==> config.mk <==
export PLATFORM = sky130hd
export DESIGN_NAME = uk101_vram_arbiter_flat
export DESIGN_NICKNAME = d
export VERILOG_FILES = /design/src/rtl/uk101_vram_arbiter_if.sv /design/src/rtl/uk101_vram_arbiter.sv /design/src/flat_wrapper.sv
export SDC_FILE = /design/constraint.sdc
export NUM_CORES = 1
export LEC_CHECK = 0
export ABC_AREA = 1
export BUFFER_PORTS_ARGS = -buffer_cell sky130_fd_sc_hd__buf_4
export CAP_MARGIN = 40
export CORE_AREA = 5 5 93 78
export CTS_CLUSTER_DIAMETER = 80
export DETAILED_ROUTE_END_ITERATION = 6
export DIE_AREA = 0 0 98 83
export PLACE_DENSITY = 0.81
export SYNTH_ARGS = -nofsm -noshare
export SYNTH_HDL_FRONTEND = slang
export SYNTH_SLANG_ARGS = --single-unit
==> constraint.sdc <==
create_clock -name clk_sys -period 2.6 [get_ports clk_sys]
set_clock_uncertainty 0.05 [all_clocks]
set_input_delay 0.52 -clock clk_sys [delete_from_list [all_inputs] [get_ports clk_sys]]
set_output_delay 0.52 -clock clk_sys [all_outputs]
set_load 0.1 [all_outputs]
==> src/rtl/uk101_vram_arbiter_if.sv <==
// Bus bundle between the uk101 VRAM arbiter, its two requesters and the VRAM.
// slave = arbiter side, master = requesters plus RAM (everything around it).
interface uk101_vram_arbiter_if #(
    parameter int ADDR_W = 11,
    parameter int DATA_W = 8
);
    logic              vid_req;
    logic [ADDR_W-1:0] vid_addr;
    logic              vid_valid;
    logic [DATA_W-1:0] vid_data;
    logic              vid_overrun;

    logic              cpu_req;
    logic              cpu_we;
    logic [ADDR_W-1:0] cpu_addr;
    logic [DATA_W-1:0] cpu_wdata;
    logic              cpu_ack;
    logic [DATA_W-1:0] cpu_rdata;

    logic [ADDR_W-1:0] ram_addr;
    logic              ram_we;
    logic [DATA_W-1:0] ram_wdata;
    logic [DATA_W-1:0] ram_rdata;

    modport slave (
        input  vid_req, vid_addr, cpu_req, cpu_we, cpu_addr, cpu_wdata, ram_rdata,
        output vid_valid, vid_data, vid_overrun, cpu_ack, cpu_rdata,
               ram_addr, ram_we, ram_wdata
    );

    modport master (
        output vid_req, vid_addr, cpu_req, cpu_we, cpu_addr, cpu_wdata, ram_rdata,
        input  vid_valid, vid_data, vid_overrun, cpu_ack, cpu_rdata,
               ram_addr, ram_we, ram_wdata
    );
endinterface

==> src/rtl/uk101_vram_arbiter.sv <==
// Shares the single-port synchronous VRAM between character scanout (priority)
// and the 6502 bus, with a starvation escape for the CPU and a one-deep VID pend.
module uk101_vram_arbiter #(
    parameter int ADDR_W       = 11,
    parameter int DATA_W       = 8,
    parameter int STARVE_LIMIT = 4
) (
    input logic                 clk_sys,
    input logic                 reset,
    uk101_vram_arbiter_if.slave bus
);
    localparam logic [3:0] LIMIT = 4'(STARVE_LIMIT);

    typedef enum logic [1:0] {
        SRC_NONE,
        SRC_VID,
        SRC_CPU
    } src_e;

    // Arbitration state
    logic              pend_valid;
    logic [ADDR_W-1:0] pend_addr;
    logic              inflight;
    logic              armed;
    logic [3:0]        starve;

    // Return pipeline: grant edge -> RAM read edge -> output register edge
    src_e              s1_src;
    src_e              s2_src;

    // Combinational decisions
    logic              vid_cand;
    logic              cpu_cand;
    logic              starve_hit;
    src_e              grant;
    logic [ADDR_W-1:0] vid_sel_addr;
    logic              pend_valid_nx;
    logic [ADDR_W-1:0] pend_addr_nx;
    logic              drop;
    logic [3:0]        starve_nx;

    always_comb begin
        // NOTE: every signal written here gets a default first, so no branch can leave one unassigned and infer a latch.
        vid_cand      = bus.vid_req | pend_valid;
        cpu_cand      = bus.cpu_req & armed & ~inflight;
        starve_hit    = (starve == LIMIT);
        grant         = SRC_NONE;
        vid_sel_addr  = pend_valid ? pend_addr : bus.vid_addr;
        pend_valid_nx = pend_valid;
        pend_addr_nx  = pend_addr;
        drop          = 1'b0;
        starve_nx     = 4'd0;

        if (cpu_cand && (!vid_cand || starve_hit)) begin
            grant = SRC_CPU;
        end else if (vid_cand) begin
            grant = SRC_VID;
        end

        if (grant == SRC_VID) begin
            // The pending address is older; a same-cycle new request takes its place.
            if (pend_valid) begin
                pend_valid_nx = bus.vid_req;
                if (bus.vid_req) begin
                    pend_addr_nx = bus.vid_addr;
                end
            end
        end else if (vid_cand) begin
            if (!pend_valid) begin
                pend_valid_nx = 1'b1;
                pend_addr_nx  = bus.vid_addr;
            end else if (bus.vid_req) begin
                drop = 1'b1;
            end
        end

        if (cpu_cand && grant != SRC_CPU) begin
            starve_nx = starve_hit ? starve : starve + 4'd1;
        end
    end

    // NOTE: all sequential state uses non-blocking assignments so every register samples pre-edge values.
    always_ff @(posedge clk_sys or posedge reset) begin
        if (reset) begin
            pend_valid      <= 1'b0;
            pend_addr       <= '0;
            starve          <= 4'd0;
            inflight        <= 1'b0;
            armed           <= 1'b0;
            bus.vid_overrun <= 1'b0;
        end else begin
            pend_valid <= pend_valid_nx;
            pend_addr  <= pend_addr_nx;
            starve     <= starve_nx;
            if (drop) begin
                bus.vid_overrun <= 1'b1;
            end
            if (grant == SRC_CPU) begin
                inflight <= 1'b1;
            end else if (bus.cpu_ack) begin
                inflight <= 1'b0;
            end
            // A held request is re-served only after the requester drops it once.
            if (grant == SRC_CPU) begin
                armed <= 1'b0;
            end else if (!bus.cpu_req) begin
                armed <= 1'b1;
            end
        end
    end

    always_ff @(posedge clk_sys or posedge reset) begin
        if (reset) begin
            bus.ram_addr  <= '0;
            bus.ram_we    <= 1'b0;
            bus.ram_wdata <= '0;
            s1_src        <= SRC_NONE;
            s2_src        <= SRC_NONE;
        end else begin
            bus.ram_we <= (grant == SRC_CPU) && bus.cpu_we;
            if (grant == SRC_CPU) begin
                bus.ram_addr  <= bus.cpu_addr;
                bus.ram_wdata <= bus.cpu_wdata;
            end else if (grant == SRC_VID) begin
                bus.ram_addr <= vid_sel_addr;
            end
            s1_src <= grant;
            s2_src <= s1_src;
        end
    end

    always_ff @(posedge clk_sys or posedge reset) begin
        if (reset) begin
            bus.vid_valid <= 1'b0;
            bus.vid_data  <= '0;
            bus.cpu_ack   <= 1'b0;
            bus.cpu_rdata <= '0;
        end else begin
            bus.vid_valid <= (s2_src == SRC_VID);
            bus.cpu_ack   <= (s2_src == SRC_CPU);
            if (s2_src == SRC_VID) begin
                bus.vid_data <= bus.ram_rdata;
            end
            if (s2_src == SRC_CPU) begin
                bus.cpu_rdata <= bus.ram_rdata;
            end
        end
    end

    a_excl_return: assert property (@(posedge clk_sys) disable iff (reset)
        !(bus.vid_valid && bus.cpu_ack));
    a_starve_bound: assert property (@(posedge clk_sys) disable iff (reset)
        starve <= LIMIT);
endmodule

==> src/flat_wrapper.sv <==
// flat-port wrapper written by rule: the top's interface ports become plain ports
module uk101_vram_arbiter_flat 
#(
    parameter int ADDR_W       = 11,
    parameter int DATA_W       = 8,
    parameter int STARVE_LIMIT = 4
)
  (clk_sys, reset, bus_vid_req, bus_vid_addr, bus_cpu_req, bus_cpu_we, bus_cpu_addr, bus_cpu_wdata, bus_ram_rdata, bus_vid_valid, bus_vid_data, bus_vid_overrun, bus_cpu_ack, bus_cpu_rdata, bus_ram_addr, bus_ram_we, bus_ram_wdata);
  uk101_vram_arbiter_if #(.ADDR_W(ADDR_W), .DATA_W(DATA_W)) bus_i ();
  input logic clk_sys;
  input logic reset;
  input wire logic [$bits(bus_i.vid_req)-1:0] bus_vid_req;
  input wire logic [$bits(bus_i.vid_addr)-1:0] bus_vid_addr;
  input wire logic [$bits(bus_i.cpu_req)-1:0] bus_cpu_req;
  input wire logic [$bits(bus_i.cpu_we)-1:0] bus_cpu_we;
  input wire logic [$bits(bus_i.cpu_addr)-1:0] bus_cpu_addr;
  input wire logic [$bits(bus_i.cpu_wdata)-1:0] bus_cpu_wdata;
  input wire logic [$bits(bus_i.ram_rdata)-1:0] bus_ram_rdata;
  output wire logic [$bits(bus_i.vid_valid)-1:0] bus_vid_valid;
  output wire logic [$bits(bus_i.vid_data)-1:0] bus_vid_data;
  output wire logic [$bits(bus_i.vid_overrun)-1:0] bus_vid_overrun;
  output wire logic [$bits(bus_i.cpu_ack)-1:0] bus_cpu_ack;
  output wire logic [$bits(bus_i.cpu_rdata)-1:0] bus_cpu_rdata;
  output wire logic [$bits(bus_i.ram_addr)-1:0] bus_ram_addr;
  output wire logic [$bits(bus_i.ram_we)-1:0] bus_ram_we;
  output wire logic [$bits(bus_i.ram_wdata)-1:0] bus_ram_wdata;
  assign bus_i.vid_req = bus_vid_req;
  assign bus_i.vid_addr = bus_vid_addr;
  assign bus_i.cpu_req = bus_cpu_req;
  assign bus_i.cpu_we = bus_cpu_we;
  assign bus_i.cpu_addr = bus_cpu_addr;
  assign bus_i.cpu_wdata = bus_cpu_wdata;
  assign bus_i.ram_rdata = bus_ram_rdata;
  assign bus_vid_valid = bus_i.vid_valid;
  assign bus_vid_data = bus_i.vid_data;
  assign bus_vid_overrun = bus_i.vid_overrun;
  assign bus_cpu_ack = bus_i.cpu_ack;
  assign bus_cpu_rdata = bus_i.cpu_rdata;
  assign bus_ram_addr = bus_i.ram_addr;
  assign bus_ram_we = bus_i.ram_we;
  assign bus_ram_wdata = bus_i.ram_wdata;
  uk101_vram_arbiter #(.ADDR_W(ADDR_W), .DATA_W(DATA_W), .STARVE_LIMIT(STARVE_LIMIT)) u_core (.clk_sys(clk_sys), .reset(reset), .bus(bus_i));
endmodule
==> results.toml <==
[sta]
finalHoldViolations = 0
relSlewSlack_pct = 49.7
finalSetupViolations = 0
hold_ws_ns = 0.303
rsz0062_at_grt = "no"
fmax_mhz = 511
worst_pin_slew_ns = 0.754
maxSlewViolCount = 0
setup_tns_ns = 0
fin_crit_ns = 1.96
fin_crit_sh_pct = 75.3

[floorplan]
rows = 26
io_pins = 82
die-area_sq_um = 8130
core_sq_um = 6210
die_x_um = 98
die_h_um = 83
start_util_pct = 45.4

[route]
wire_per_inst_um = 12.6
vias = 2342
drt_pre_antenna_iters = 4
drt_iter0_markers = 129
final_antenna_net_count = 0
drc_errors = 0
wl_um = 6410
viasPerCell = 4.62

[final_layout]
syn2layout_area_growth_pct = 30.7
fillers = 561
nets = 463
antennaDiodeCount = 0
stdcell_count = 507
register_area_sq_um = 1530
drive_gt1_share_pct = 28.4
multi_input_area_sq_um = 1020

[synth]
syn_nets = 383
seq_area_frac_synth_pct = 54.1
async_reset_ff_share_pct = 100
netlist_instances = 338
synth_simple_gate_area_share_pct = 28.7
yosys-top-cells-area = "dfrtp_1, nand2_1, inv_1"
ys_ff_latch = 61
synth-compound-area-share_pct = 5.81
syn_area_per_cell_sq_um = 8.35
synth_edf_count = 0
synth_top_cell_area_share_pct = 54.1
synthMuxAreaShare_pct = 0
synthFlopType = "dfrtp_1"
yosysUniqueCellTypes = 24
synth_top_family_by_area = "simple AND/OR/NAND/NOR gates"
synth_adder_area_share_pct = 0.887
synth_top_area_cell = "dfrtp_1"
synth_area_sq_um = 2820
ys_warn_count = 0
synthXorXnorAreaFrac_pct = 0.621

[grt]
grt_max_degree = 62
overflow = 0
antenna_found_initial = 0
grt_use_total_pct = 16.3
grt_pass1_wl_um = 10800
first_global_vias = 2323

[place]
dpl.cell_count = 491
gp_congestion = 0.871
numPortBuffers = 81
place.detailed.hpwl_um = 4580

[clock_tree]
numCtsBuffers = 9
cts_tree = "done"
htreeDepth = 3
cts_buffer_depth = 2
clk_pin_slew_worst_paths_ns = 0.07
cts_root_buf = "clkbuf_8"
post_cts_buffers = 0
cts_resized = 0
hold_buffers = 0
clock_latency_ns = 0.34
cts_sinks = 61

[power]
power_density_nw_per_um2 = 660
cellLeakagePower_nw = 2.07
irDropWorstVdd_mv = 0.392
power_mw = 2.43

[critical_path]
worst-path-max-fanout = 25
cp-start-kind = "flip-flop"
required_ns = 2.83
critical_path_class = "reg -> reg"
arrival_ns = 2.18
r2r_cells = 9
end_kind = "flip-flop"

[min_path]
holdPathStages = 0
hold_class = "reg -> reg"

[flow_run]
drv_cap = 0

[run_status]
status = "finished clean"
==> metal layers <==
metal / wire, um / track usage, % / vias to the layer above
met1: 2860 / 20.8 / 1072
met4: 85 / 5.66 / 0
li1: - / - / 1183
met5: 0 / 0 / -
met3: 565 / 6.53 / 10
met2: 2890 / 25.1 / 77
==> worst max-delay path, stage by stage, from the launching register on <==
cell and delay [ns]:
dfrtp_1 0.40, inv_2 0.28, nand2_4 0.20, nand2_4 0.17
nand2_4 0.18, inv_2 0.35, nand2_1 0.10, nand2_1 0.08
inv_1 0.04, nand2_1 0.04
==> cells in the mapped netlist, types with 2 or more instances <==
| master | instances |
|---|---|
| buf_4 | 2 |
| or2_0 | 3 |
| or2_2 | 8 |
| dfrtp_1 | 61 |
| buf_6 | 4 |
| buf_2 | 4 |
| nand3_1 | 28 |
| ha_1 | 2 |
| inv_2 | 3 |
| nand2_1 | 129 |
| nor2_1 | 7 |
| nand2_4 | 4 |
| inv_1 | 43 |
| o21ai_0 | 28 |
| clkbuf_1 | 3 |
==> area by class of cell <==
type	count	area share, %
Sequential cell	61	41.4
Multi-Input combinational cell	217	27.5
Timing Repair Buffer	83	16.9
Inverter	46	4.68
Clock buffer	9	3.36
Clock inverter	7	3.29
Tap cell	84	2.85
==> state kept, by name (all words and copies together), names as in the netlist, 2 cells and up <==
name / flops
u_core.bus.cpu_rdata: 8
u_core.bus.ram_addr: 11
u_core.bus.ram_wdata: 8
u_core.bus.vid_data: 8
u_core.pend_addr: 11
u_core.s1_src: 2
u_core.s2_src: 2
u_core.starve: 4
==> final timing paths <==
kind                                    from                       to  slack (ns)
setup / recovery           u_core.pend_valid  u_core.bus.ram_addr[10]        0.64
hold / removal              u_core.s1_src[0]         u_core.s2_src[0]        0.30
setup reg to reg           u_core.pend_valid  u_core.bus.ram_addr[10]        0.64
hold reg to reg             u_core.s1_src[0]         u_core.s2_src[0]        0.30
max in group asynchronous              reset   u_core.bus.ram_addr[9]        1.66
min in group asynchronous              reset  u_core.bus.cpu_rdata[1]        0.35
==> kinds of logic after synthesis <==
group,Yosys count
AOI/OAI and AO/OA,30
xor gates and xnor gates,2
adders and majority gates,2
buffers and inverters,60
DFF,61
and+or+nand+nor,183
==> where the power goes <==
group / internal [mW] / switching, mW / total [mW]
Combinational: 0.107 / 0.294 / 0.401
Clock: 0.641 / 0.397 / 1.04
Sequential: 0.978 / 0.0170 / 0.995
Total: 1.73 / 0.708 / 2.43
==> cell usage in the layout, fill, tap and decap left out, drive strengths merged <==
cell and instances:
nand3 30, o21ai 29, xor2 1, inv 47, ha 2, or2 11, bufinv 3, buf 83
nand2 134, clkinv 3, o21bai 1, xnor2 1, dfrtp 61, clkbuf 9, nor2 8
==> per-stage QoR <==
step / util (%) / setup WS (ns) / cell area (sq um)
global placement: 55.4 / 0.771 / 3440
finish: 59.4 / 0.642 / 3690
floorplan: - / 0.517 / 2820
detailed placement: 55.4 / 0.663 / 3440
global route: 59.4 / 0.459 / 3690
CTS: 59.4 / 0.649 / 3690
Note: power is estimated with default switching activity, not from simulation.
